**src/rtl/fb_pkg.sv**
```systemverilog
// rtl/fb_pkg.sv - shared widths, types and FSM encoding for the frame-buffer rectangle writer
package fb_pkg;

  localparam int FB_ADDR_W  = 19;
  localparam int FB_PIX_W   = 24;
  localparam int FB_COORD_W = 10;

  typedef logic [FB_COORD_W-1:0] coord_t;
  typedef logic [FB_ADDR_W-1:0]  fb_addr_t;
  typedef logic [FB_PIX_W-1:0]   pixel_t;

  typedef struct packed {
    coord_t x;
    coord_t y;
    coord_t w;
    coord_t h;
    pixel_t color;
  } fb_cmd_t;

  typedef enum logic [1:0] {
    IDLE,
    FILL,
    DONE
  } fb_wr_state_e;

endpackage

```
**src/rtl/fb_rect_addr_gen.sv**
```systemverilog
// rtl/fb_rect_addr_gen.sv - column/row counters and row-stride address generator
// addr_next_o is the address the write port will present after this edge.
module fb_rect_addr_gen
  import fb_pkg::*;
#(
  parameter int SCREEN_WIDTH = 640
) (
  input  logic     clk_i,
  input  logic     rst_ni,
  input  logic     load_i,
  input  logic     advance_i,
  input  fb_addr_t base_i,
  input  coord_t   w_i,
  input  coord_t   h_i,
  output fb_addr_t addr_o,
  output fb_addr_t addr_next_o,
  output logic     last_pixel_o
);

  localparam fb_addr_t STRIDE = fb_addr_t'(SCREEN_WIDTH);

  coord_t   col_q, col_d;
  coord_t   row_q, row_d;
  fb_addr_t addr_q, addr_d;
  fb_addr_t row_start_q, row_start_d;
  logic     end_of_row;

  assign end_of_row   = (col_q == w_i - coord_t'(1));
  assign last_pixel_o = end_of_row && (row_q == h_i - coord_t'(1));
  assign addr_o       = addr_q;
  assign addr_next_o  = addr_d;

  always_comb begin
    col_d       = col_q;
    row_d       = row_q;
    addr_d      = addr_q;
    row_start_d = row_start_q;
    if (load_i) begin
      col_d       = '0;
      row_d       = '0;
      addr_d      = base_i;
      row_start_d = base_i;
    end else if (advance_i) begin
      if (end_of_row) begin
        // Jump by the stride from the row start, not from the current address.
        col_d       = '0;
        row_d       = row_q + coord_t'(1);
        addr_d      = row_start_q + STRIDE;
        row_start_d = row_start_q + STRIDE;
      end else begin
        col_d  = col_q + coord_t'(1);
        addr_d = addr_q + fb_addr_t'(1);
      end
    end
  end

  always_ff @(posedge clk_i or negedge rst_ni) begin
    if (!rst_ni) begin
      col_q       <= '0;
      row_q       <= '0;
      addr_q      <= '0;
      row_start_q <= '0;
    end else begin
      col_q       <= col_d;
      row_q       <= row_d;
      addr_q      <= addr_d;
      row_start_q <= row_start_d;
    end
  end

endmodule

```
**src/rtl/fb_rect_writer.sv**
```systemverilog
// rtl/fb_rect_writer.sv - rectangle-fill engine driving the frame-buffer RAM write port
// Optional FB_RECT_CLIP_EN clamps rectangles to the screen at accept time.
module fb_rect_writer
  import fb_pkg::*;
#(
  parameter int SCREEN_WIDTH  = 640,
  parameter int SCREEN_HEIGHT = 480,
  parameter int COLOR_DEPTH   = 8
) (
  input  logic                     vga_clk,
  input  logic                     reset_n,
  input  logic                     cmd_valid,
  output logic                     cmd_ready,
  input  logic [FB_COORD_W-1:0]    cmd_x,
  input  logic [FB_COORD_W-1:0]    cmd_y,
  input  logic [FB_COORD_W-1:0]    cmd_w,
  input  logic [FB_COORD_W-1:0]    cmd_h,
  input  logic [3*COLOR_DEPTH-1:0] cmd_color,
  output logic [FB_ADDR_W-1:0]     wr_addr,
  output logic [3*COLOR_DEPTH-1:0] wr_data,
  output logic                     wr_en,
  output logic                     busy,
  output logic                     done
);

  localparam int       PIX_W  = 3 * COLOR_DEPTH;
  localparam fb_addr_t STRIDE = fb_addr_t'(SCREEN_WIDTH);
  localparam fb_addr_t FB_MAX = fb_addr_t'(SCREEN_WIDTH * SCREEN_HEIGHT);
`ifdef FB_RECT_CLIP_EN
  localparam coord_t SCR_W = coord_t'(SCREEN_WIDTH);
  localparam coord_t SCR_H = coord_t'(SCREEN_HEIGHT);
`endif

  fb_wr_state_e      state_q, state_d;
  coord_t            w_q, w_d;
  coord_t            h_q, h_d;
  logic [PIX_W-1:0]  wr_data_q, wr_data_d;
  logic              wr_en_q, wr_en_d;
  logic              load;
  fb_cmd_t           cmd_in;
  fb_addr_t          base;
  fb_addr_t          addr_next;
  logic              last_pixel;

  always_comb begin
    cmd_in = '{x: cmd_x, y: cmd_y, w: cmd_w, h: cmd_h, color: pixel_t'(cmd_color)};
`ifdef FB_RECT_CLIP_EN
    if (cmd_x >= SCR_W || cmd_y >= SCR_H) begin
      cmd_in.w = '0;
      cmd_in.h = '0;
    end else begin
      if (cmd_w > SCR_W - cmd_x) cmd_in.w = SCR_W - cmd_x;
      if (cmd_h > SCR_H - cmd_y) cmd_in.h = SCR_H - cmd_y;
    end
`endif
  end

  assign base = fb_addr_t'(cmd_in.y) * STRIDE + fb_addr_t'(cmd_in.x);

  always_comb begin
    state_d   = state_q;
    w_d       = w_q;
    h_d       = h_q;
    wr_data_d = wr_data_q;
    load      = 1'b0;
    unique case (state_q)
      IDLE: begin
        if (cmd_valid) begin
          load      = 1'b1;
          w_d       = cmd_in.w;
          h_d       = cmd_in.h;
          wr_data_d = PIX_W'(cmd_in.color);
          state_d   = (cmd_in.w == '0 || cmd_in.h == '0) ? DONE : FILL;
        end
      end
      FILL:    if (last_pixel) state_d = DONE;
      DONE:    state_d = IDLE;
      default: state_d = IDLE;
    endcase
    // Off-frame addresses still take their cycle; only the strobe is dropped.
    wr_en_d = (state_d == FILL) && (addr_next < FB_MAX);
  end

  always_ff @(posedge vga_clk or negedge reset_n) begin
    if (!reset_n) begin
      state_q   <= IDLE;
      w_q       <= '0;
      h_q       <= '0;
      wr_data_q <= '0;
      wr_en_q   <= 1'b0;
    end else begin
      state_q   <= state_d;
      w_q       <= w_d;
      h_q       <= h_d;
      wr_data_q <= wr_data_d;
      wr_en_q   <= wr_en_d;
    end
  end

  fb_rect_addr_gen #(
    .SCREEN_WIDTH(SCREEN_WIDTH)
  ) u_addr_gen (
    .clk_i       (vga_clk),
    .rst_ni      (reset_n),
    .load_i      (load),
    .advance_i   (state_q == FILL),
    .base_i      (base),
    .w_i         (w_q),
    .h_i         (h_q),
    .addr_o      (wr_addr),
    .addr_next_o (addr_next),
    .last_pixel_o(last_pixel)
  );

  assign cmd_ready = (state_q == IDLE);
  assign busy      = (state_q == FILL);
  assign done      = (state_q == DONE);
  assign wr_en     = wr_en_q;
  assign wr_data   = wr_data_q;

endmodule

```
**config.mk**
```make
export PLATFORM = sky130hd
export DESIGN_NAME = fb_rect_writer
export DESIGN_NICKNAME = d
export VERILOG_FILES = /design/src/rtl/fb_pkg.sv /design/src/rtl/fb_rect_addr_gen.sv /design/src/rtl/fb_rect_writer.sv
export SDC_FILE = /design/constraint.sdc
export NUM_CORES = 1
export LEC_CHECK = 0
export CAP_MARGIN = 10
export CORE_MARGIN = 3
export CORE_UTILIZATION = 45
export CTS_CLUSTER_DIAMETER = 60
export CTS_CLUSTER_SIZE = 16
export DETAILED_ROUTE_END_ITERATION = 16
export GPL_ROUTABILITY_DRIVEN = 0
export PLACE_DENSITY = 0.7
export SLEW_MARGIN = 20
export SYNTH_ARGS = -nofsm -noshare
export SYNTH_HDL_FRONTEND = slang
export SYNTH_SLANG_ARGS = --single-unit
```
**constraint.sdc**
```tcl
create_clock -name vga_clk -period 6.15 [get_ports vga_clk]
set_input_delay 1.23 -clock vga_clk [delete_from_list [all_inputs] [get_ports vga_clk]]
set_output_delay 1.23 -clock vga_clk [all_outputs]
set_load 0.02 [all_outputs]
```
# [Word-level counts from Yosys, hierarchy flattened]
# Index checks and enable logic that the tools add are counted.
[word_totals] reg_bits=105 out_inout_bits=47
[op_classes] addsub=7 mul=1 n_lt_le_gt_ge=1 n_eq_ne=5 muxes=18 n_reduce_logical=10
[ops] op="19-bit two-way mux" count=6
[ops] op="10-bit two-way mux" count=6
[ops] op="10-bit by 1-bit adder with 10-bit output, second input constant" count=2
[ops] op="10-bit == test" count=2
[ops] op="10-bit logical NOT" count=2
[ops] op="10-bit by 1-bit subtractor with 10-bit output, second input constant" count=2
[ops] op="19-bit by 1-bit adder with 19-bit output, second input constant" count=1
[ops] op="19-bit by 10-bit adder with 19-bit output" count=1
[ops] op="19-bit by 10-bit adder with 19-bit output, second input constant" count=1
[ops] op="19-bit less-than comparator, second input constant" count=1
[ops] op="10-bit by 3-bit multiplier with 12-bit output, second input constant" count=1
[ops] op="2-bit two-way mux" count=3
[ops] op="2-bit by 1-bit == test with 1-bit output, second input constant" count=2
[ops] op="2-bit case mux with 2 select lines" count=1
[ops] op="2-bit AND reduction" count=2
[ops] op="2-bit nonzero test" count=2
[ops] op="2-bit == test, second input constant" count=1
[ops] op="1-bit logical AND" count=2
[ops] op="2-bit logical NOT" count=1
[ops] op="1-bit two-way mux" count=2
[ops] op="1-bit logical OR" count=1

# [Logic depth before layout (Yosys ltp)]
# Gate-level depths: netlist of the first run.
[depth] word_depth=7 mapped_depth=14 ltp_nobuf=12

# [Hierarchy]
# From an unflattened synthesis of the first run, not the netlist that was laid out.
[hier_totals] cells_unflattened=749 hier_area_um2=6493.7
[by_module_without_submodules] module="fb_rect_addr_gen" n_inst=1 cells_per_inst=464 area_per_inst_um2=3976.3 seq_area_each_um2=1451.4
[by_module_without_submodules] module="fb_rect_writer" n_inst=1 cells_per_inst=285 area_per_inst_um2=2517.4 seq_area_each_um2=1176.1

# [Worst setup path before layout of the first run]
# OpenSTA, ideal clock, no wires.
[synth_path] kind="input port to flip-flop" startpoint="in cmd_y[1]" endpoint="reg wr_en_q, in the netlist wr_en" setup_time_ps=76 arrival_ps=4113 t_required_ps=6074 path_slack_ps=1960 cell_stages=12 cell_sequence="ha_1 -> ha_1 -> fa_1 -> a21oi_1 -> o21ai_0 -> or4_1 -> o311ai_0 -> nor3_1 -> xnor2_1 -> and2_1 -> or4b_1 -> o21ai_1"
[synth_via] elab_chain_len=5
[synth_lines] element="from (decl)" line="fb_rect_writer.sv:15" rtl="input logic [FB_COORD_W-1:0] cmd_y,"
[synth_lines] element="10-bit by 3-bit multiplier with 12-bit output" line="fb_rect_writer.sv:58" rtl="assign base = fb_addr_t'(cmd_in.y) * STRIDE + fb_addr_t'(cmd_in.x);"
[synth_lines] element="19-bit by 10-bit adder with 19-bit output" line="fb_rect_writer.sv:58"
[synth_lines] element="19-bit two-way mux" line="fb_rect_addr_gen.sv:38" rtl="if (load_i) begin"
[synth_lines] element="19-bit less-than comparator" line="fb_rect_writer.sv:81" rtl="wr_en_d = (state_d == FILL) && (addr_next < FB_MAX);"
[synth_lines] element="1-bit logical AND" line="fb_rect_writer.sv:81"
[synth_lines] element="named net wr_en_d" line="fb_rect_writer.sv:38" rtl="logic wr_en_q, wr_en_d;"
[synth_lines] element="to (signal assigned)" line="fb_rect_writer.sv:96" rtl="wr_en_q <= wr_en_d;"
[synth_lines] element="to (decl)" line="fb_rect_writer.sv:38"
# The timed path passes the listed nets, and every way through them passes these cells.
# A chain may end at the register's enable or synchronous reset.

# [Worst setup path in the final report of the first run]
# Ends and elaborated chain as after synthesis.

==> results.toml, run 1 <==
[drt]
remaining_drc_errors = 0
first_pass_iters = 5
wl_per_cell_um = 16.07
vias_per_cell = 5.611
finalWirelength_mm = 16.73
routed-via-count = 5841
drt_iter0_markers = 473
antenna_violating_nets_post_route = 0

[yosys]
synth.yosys.warnings = 0
postSynthNetCount = 852
fraction_of_the_yosys_area_taken_by_sequential_cells_pct = 40.78
avgSynthCellArea_um2 = 8.499
synth_cell_types = 66
async_reset_ff_share_pct = 100.0
post_synth_inst_count = 758
synth-seq-cells = 105
synth_top_flop_cell = "sky130_fd_sc_hd__dfrtp_1"
netlist_area_um2 = 6442
synth_edf_count = 0

[job]
max-cap-violations = 0

[cells_and_area]
drive_gt1_share_pct = 4.646
layout.filler_cells = 1242
area_growth_pct = 24.32
nets = 950
most-common-layout-cells = "sky130_fd_sc_hd__nand2_1 (198), sky130_fd_sc_hd__clkdlybuf4s50_1 (112), sky130_fd_sc_hd__dfrtp_1 (105)"
most_frequent_standard_cell_in_the_layout_excluding_fill_and_tap_cells = "sky130_fd_sc_hd__nand2_1"
antenna_cells = 0
multi_input_comb_area_um2 = 3623
seq_area_um2 = 2628

[clock_tree]
post_cts_resized = 0
clock_buffers_created_by_tritoncts = 9
clock_pin_slew_on_the_worst_setup_and_hold_paths_ns = 0.07
cts.htree.levels = 3
cts.sinks = 105
clock_tree_from_tritoncts = "yes"
cts_setup_buffers = 0
worst_skew_pair.late_latency_ns = 0.36
clock_tree.buffer_depth = 2
postCtsHoldBufs = 0
clk_root_buffer_cell = "sky130_fd_sc_hd__clkbuf_16"

[placement]
dpl.hpwl_mm = 12.06
dp_worst_setup_slack_ns = 1.167
io_buffer_count = 113

[grt]
antenna_found_initial = 0
globalRouteOverflowTotal = 0
grt_first_pass_wirelength_mm = 28.07
grt_util_all_layers_pct = 21.41
grt_pass1_vias = 5743
grt_start_max_net_pins = 61

[floorplan]
standard_cell_core_area_um2 = 13930
fp-row-count = 43
die-height_um = 125.7
initial_core_util_pct = 46.23
ioPinCount = 114
die_x_um = 125.7
design.die.area_um2 = 15790

[power]
ir_worst_vdd_uv = 202.3
standby_leakage_power_nw = 3.520
power_density_nw_per_um2 = 402.9

[setup_path]
worst-endpoint-arrival_ns = 4.89
timing.critical_path.fanout_max = 4
reg2reg_slack_ns = 2.44
cp_data_required_time_ns = 6.43
setup_cp_type = "input pin to register"
startpoint_type = "input pin"
crit_path_end_kind = "register"

[min_path]
min_path_type = "register to register"

[sta]
skew_ns = 0.009601
finalSetupViolCount = 0
slew_headroom_pct = 36.19
period_minus_slack_ns = 4.615
grt_setup_unrepaired = "false"
final_hold_fails = 0
final-max-slew-violation-count = 0
tns_ns = 0
max_clock_freq_mhz = 216.7
post-route-worst-setup-slack_ns = 1.535
worst_slew_pin_slew_ns = 0.9536
layout_worst_path_cycle_share_pct = 75.04

[outcome]
outcome = "finished clean"
[kinds of logic after synthesis]
group / synth area share [%]
and+or+nand+nor: 25.83
AOI/OAI and AO/OA: 13.40
DFF: 40.78
xor gates and xnor gates: 10.84
buffers and inverters: 3.030
adders and majority gates: 5.477
muxes: 0.6409
[final timing paths]
check,from,end,cells after the start
worst max-delay path,cmd_y[1],wr_en$_DFF_PN0_,13
worst min-delay path,wr_data[3]$_DFFE_PN0P_,wr_data[3]$_DFFE_PN0P_,2
worst max register to register,w_q[0]$_DFFE_PN0P_,u_addr_gen.row_start_q[12]$_DFFE_PN0P_,11
worst min register to register,wr_data[3]$_DFFE_PN0P_,wr_data[3]$_DFFE_PN0P_,2
max in group asynchronous,reset_n,u_addr_gen.col_q[8]$_DFFE_PN0P_,2
min in group asynchronous,reset_n,h_q[3]$_DFFE_PN0P_,1
[routing by layer]
metal | GRT usage [%] | share of wire, %
met2 | 35.97 | 49
met1 | 27.75 | 43
met4 | 8.099 | 2.0
met5 | 0 | 0
met3 | 3.732 | 5.1
[sequential cells by signal, summed over array words and instances, names as in the netlist]
| name | count |
|---|---|
| wr_data | 24 |
| u_addr_gen.addr_o | 19 |
| u_addr_gen.row_start_q | 19 |
| h_q | 10 |
| u_addr_gen.col_q | 10 |
| u_addr_gen.row_q | 10 |
| w_q | 10 |
| state_q | 2 |
| wr_en | 1 |
[worst max-delay path, cell delays in order]
cell,delay [ns]
sky130_fd_sc_hd__clkdlybuf4s50_1,0.46
sky130_fd_sc_hd__ha_1,0.32
sky130_fd_sc_hd__ha_1,0.24
sky130_fd_sc_hd__fa_1,0.41
sky130_fd_sc_hd__a21oi_1,0.25
sky130_fd_sc_hd__o21ai_0,0.23
sky130_fd_sc_hd__or4_1,0.45
sky130_fd_sc_hd__o311ai_0,0.18
sky130_fd_sc_hd__nor3_1,0.16
sky130_fd_sc_hd__xnor2_1,0.15
sky130_fd_sc_hd__and2_1,0.18
sky130_fd_sc_hd__or4b_1,0.49
sky130_fd_sc_hd__o21ai_1,0.15
[synthesized netlist by cell type, drive strengths merged, types with 3 or more instances]
cell	number	area share, %
nor2b	6	0.58
ha	25	4.9
nand3	28	2.2
a21o	5	0.58
and2	3	0.29
nand4	13	1.3
o2111ai	4	0.64
and3	13	1.3
nor2	50	2.9
or2	7	0.72
nand2	199	12
nor4b	3	0.41
inv	14	0.82
a211oi	7	0.82
o21ai	49	3.8
dfrtp	105	41
buf	7	0.68
or4	7	0.87
mux2i	3	0.47
o311ai	6	0.82
nor4	6	0.58
nor3	15	1.2
clkbuf	25	1.5
a221o	4	0.62
o211ai	7	0.82
or3	3	0.29
nand2b	6	0.62
o21a	4	0.47
xnor2	44	6.0
a21oi	18	1.4
o21bai	3	0.35
a31oi	4	0.49
xor2	33	4.5
[power by group]
group / total (mW) / internal [mW] / switching (mW)
logic: 1.39 / 0.682 / 0.706
registers: 1.24 / 0.938 / 0.305
clock network: 0.595 / 0.319 / 0.276
total: 3.23 / 1.94 / 1.29
[per-stage QoR]
| step | utilization [%] | hold slack (ns) | instances | total power, mW | area (um2) |
|---|---|---|---|---|---|
| 2_1_floorplan | - | 0.4404 | 758 | 2.089 | 6442 |
| 3_3_place_gp | 55.30 | 0.4569 | 1025 | 2.573 | 7706 |
| 3_5_place_dp | 55.30 | 0.4661 | 1025 | 2.630 | 7706 |
| 4_1_cts | 57.48 | 0.4833 | 1041 | 3.241 | 8009 |
| 5_1_grt | 57.48 | 0.5046 | 1041 | 3.441 | 8009 |
| 6_report | 57.48 | 0.4797 | 1041 | 3.227 | 8009 |
[final cells by class]
class                      count  area share (%)
clock buffer                   9           2.812
clock inverter                 7          0.9686
inverter                      15          0.7030
multi-input combinational    606           45.24
sequential                   105           32.81
tap                          180           2.812
timing repair buffer         119           14.65
Note: power is estimated with default switching activity, not from simulation.
==> inputs of run 2 (changes only) <==
- PLACE_DENSITY: 0.7 -> 0.73
- clock period: 6.15 -> 4 ns (I/O delays scaled with it)
==> results.toml, run 2 (same netlist as run 1, synthesis figures left out) <==
[cells_and_area]
seq_area_um2 = 2628
multi_input_comb_area_um2 = 3642
most-common-layout-cells = "sky130_fd_sc_hd__nand2_1 (198), sky130_fd_sc_hd__clkdlybuf4s50_1 (112), sky130_fd_sc_hd__dfrtp_1 (105)"
drive_gt1_share_pct = 7.883
antenna_cells = 0
area_growth_pct = 27.66
largest_register_ffs = 24
layout.filler_cells = 1241
most_frequent_standard_cell_in_the_layout_excluding_fill_and_tap_cells = "sky130_fd_sc_hd__nand2_1"
postLayoutCellArea_um2 = 8224
nets = 977

[setup_path]
cp_cell_sequence = "clkdlybuf4s50_1 -> ha_1 -> ha_1 -> fa_1 -> a21oi_2 -> o21ai_1 -> nor4b_1 -> nand4bb_1 -> xor2_1 -> nand2_1 -> o2111ai_2 -> or4b_1 -> o21ai_1"
cp_data_required_time_ns = 4.29
timing.critical_path.fanout_max = 3
setup_cp_type = "input pin to register"
timing.reg2reg.worst_path_depth = 11
critical-path-max-stage-delay_ns = 0.54
crit_path_end_kind = "register"
worst-endpoint-arrival_ns = 4.08
regToRegStartpoint = "w_q[0]$_DFFE_PN0P_"
slowest_stage = "sky130_fd_sc_hd__or4b_1"
startpoint_type = "input pin"
reg2reg_slack_ns = 0.61
endpoint_of_the_most_critical_register_to_register_path = "wr_en$_DFF_PN0_"

[sta]
worst_slew_pin_slew_ns = 0.8618
slew_headroom_pct = 42.55
finalSetupViolCount = 0
post-route-worst-setup-slack_ns = 0.2043
skew_ns = 0.007262
final-max-slew-violation-count = 0
period_minus_slack_ns = 3.796
final_hold_fails = 0
grt_setup_unrepaired = "false"
layout_worst_path_cycle_share_pct = 94.89
max_clock_freq_mhz = 263.5

[clock_tree]
clock_buffers_created_by_tritoncts = 9
postCtsHoldBufs = 0
clk_root_buffer_cell = "sky130_fd_sc_hd__clkbuf_16"
worst_skew_pair.late_latency_ns = 0.36
cts.sinks = 105
cts.htree.levels = 3
clock_tree_from_tritoncts = "yes"
clock_tree.buffer_depth = 2
cts_setup_buffers = 0
clock_pin_slew_on_the_worst_setup_and_hold_paths_ns = 0.07

[grt]
grt_start_max_net_pins = 67
antenna_found_initial = 0
grt_pass1_vias = 5609
globalRouteOverflowTotal = 0
grt_first_pass_wirelength_mm = 27.46
grt_util_all_layers_pct = 20.96

[drt]
vias_per_cell = 5.385
routed-via-count = 5751
antenna_violating_nets_post_route = 0
first_pass_iters = 5
wl_per_cell_um = 15.07
finalWirelength_mm = 16.10
drt_iter0_markers = 455
remaining_drc_errors = 0

[power]
power_switching_mw = 1.925
p_clk_share_pct = 18.2
cellInternalPower_mw = 3.021
ir_worst_vdd_uv = 250.9
combinationalPowerShare_pct = 43.3
switching_share_pct = 38.92
power_density_nw_per_um2 = 601.4
power.sequential.fraction_pct = 38.4
report.power.total_mw = 4.946
standby_leakage_power_nw = 3.654

[placement]
dpl_cell_area_um2 = 7916
dpl.hpwl_mm = 11.68
io_buffer_count = 113
dp_worst_setup_slack_ns = -0.3375

[floorplan]
die_x_um = 125.7
design.die.area_um2 = 15790
fp-row-count = 43
standard_cell_core_area_um2 = 13930
die-height_um = 125.7
initial_core_util_pct = 46.23
ioPinCount = 114

[min_path]
holdPathStages = 2
hold_path_sink = "u_addr_gen.row_start_q[2]$_DFFE_PN0P_"
min_path_type = "register to register"
startpoint_of_the_most_critical_hold_path = "u_addr_gen.row_start_q[2]$_DFFE_PN0P_"

[outcome]
outcome = "finished clean"

[job]
max-cap-violations = 0
==> run 2: cell count changes in the layout (fill, tap and decap cells not counted), sizes merged <==
| cell | delta |
|---|---|
| buf | +27 |
| clkbuf | +2 |
| inv | -1 |
| clkinvlp | -1 |
==> run 2: area by class of cell <==
type | instances | area share, %
sequential | 105 | 31.95
multi-input combinational | 606 | 44.29
inverter | 15 | 0.6846
clock buffer | 11 | 2.951
tap | 180 | 2.738
clock inverter | 5 | 0.6542
timing repair buffer | 146 | 16.74
==> run 2: power by group through the flow <==
stage / Sequential (mW) / Clock [mW] / Combinational [mW]
CTS: 1.89 / 0.926 / 2.16
finish: 1.90 / 0.902 / 2.14
global route: 1.97 / 0.971 / 2.37
global placement: 1.89 / 0 / 2.11
floorplan: 2.03 / 0 / 1.19
detailed placement: 1.90 / 0 / 2.14
==> run 2: metrics by stage <==
step	instances	setup TNS [ns]	hold WS (ns)	utilization, %
floorplan	758	0	0.4404	-
global placement	1052	-0.3584	0.4540	56.81
global route	1068	0	0.4922	59.02
finish	1068	0	0.4733	59.02
CTS	1068	0	0.4759	58.94
detailed placement	1052	-0.4852	0.4582	56.81
==> run 2: routing by layer <==
layer  global-route usage, %  wire length [um]  up-vias
met1                   28.52              7437     2728
met4                   4.974               212        0
met2                   34.27              7732      133
met5                       0                 0        -
met3                   4.792               718       18
li1                        -                 -     2872
==> run 2: worst max-delay path by stage <==
| stage | depth (start not counted) | end | startpoint | slack, ns |
|---|---|---|---|---|
| after floorplan | 12 | wr_en$_DFF_PN0_ | cmd_y[1] | 0.24 |
| after global placement | 13 | wr_en$_DFF_PN0_ | cmd_y[1] | -0.27 |
| after detailed placement | 13 | wr_en$_DFF_PN0_ | cmd_y[1] | -0.34 |
| after CTS | 13 | wr_en$_DFF_PN0_ | cmd_y[1] | 0.04 |
| after global routing | 13 | wr_en$_DFF_PN0_ | cmd_y[1] | 0.02 |
| final | 13 | wr_en$_DFF_PN0_ | cmd_y[1] | 0.20 |
==> run 2: repair_timing <==
item	4_1_cts	5_1_grt
setup endpoints to repair	0	2
hold endpoints to repair	0	0
gates resized for setup	0	4
==> run 2: critical path: cells and delay by family <==
family                   cells  cell delay [ns]
AND/OR/NAND/NOR              4             1.19
XOR/XNOR                     1             0.17
adder cells (fa/ha/maj)      3             0.95
AO/OA/AOI/OAI                4             0.55
buffers and inverters        1             0.42
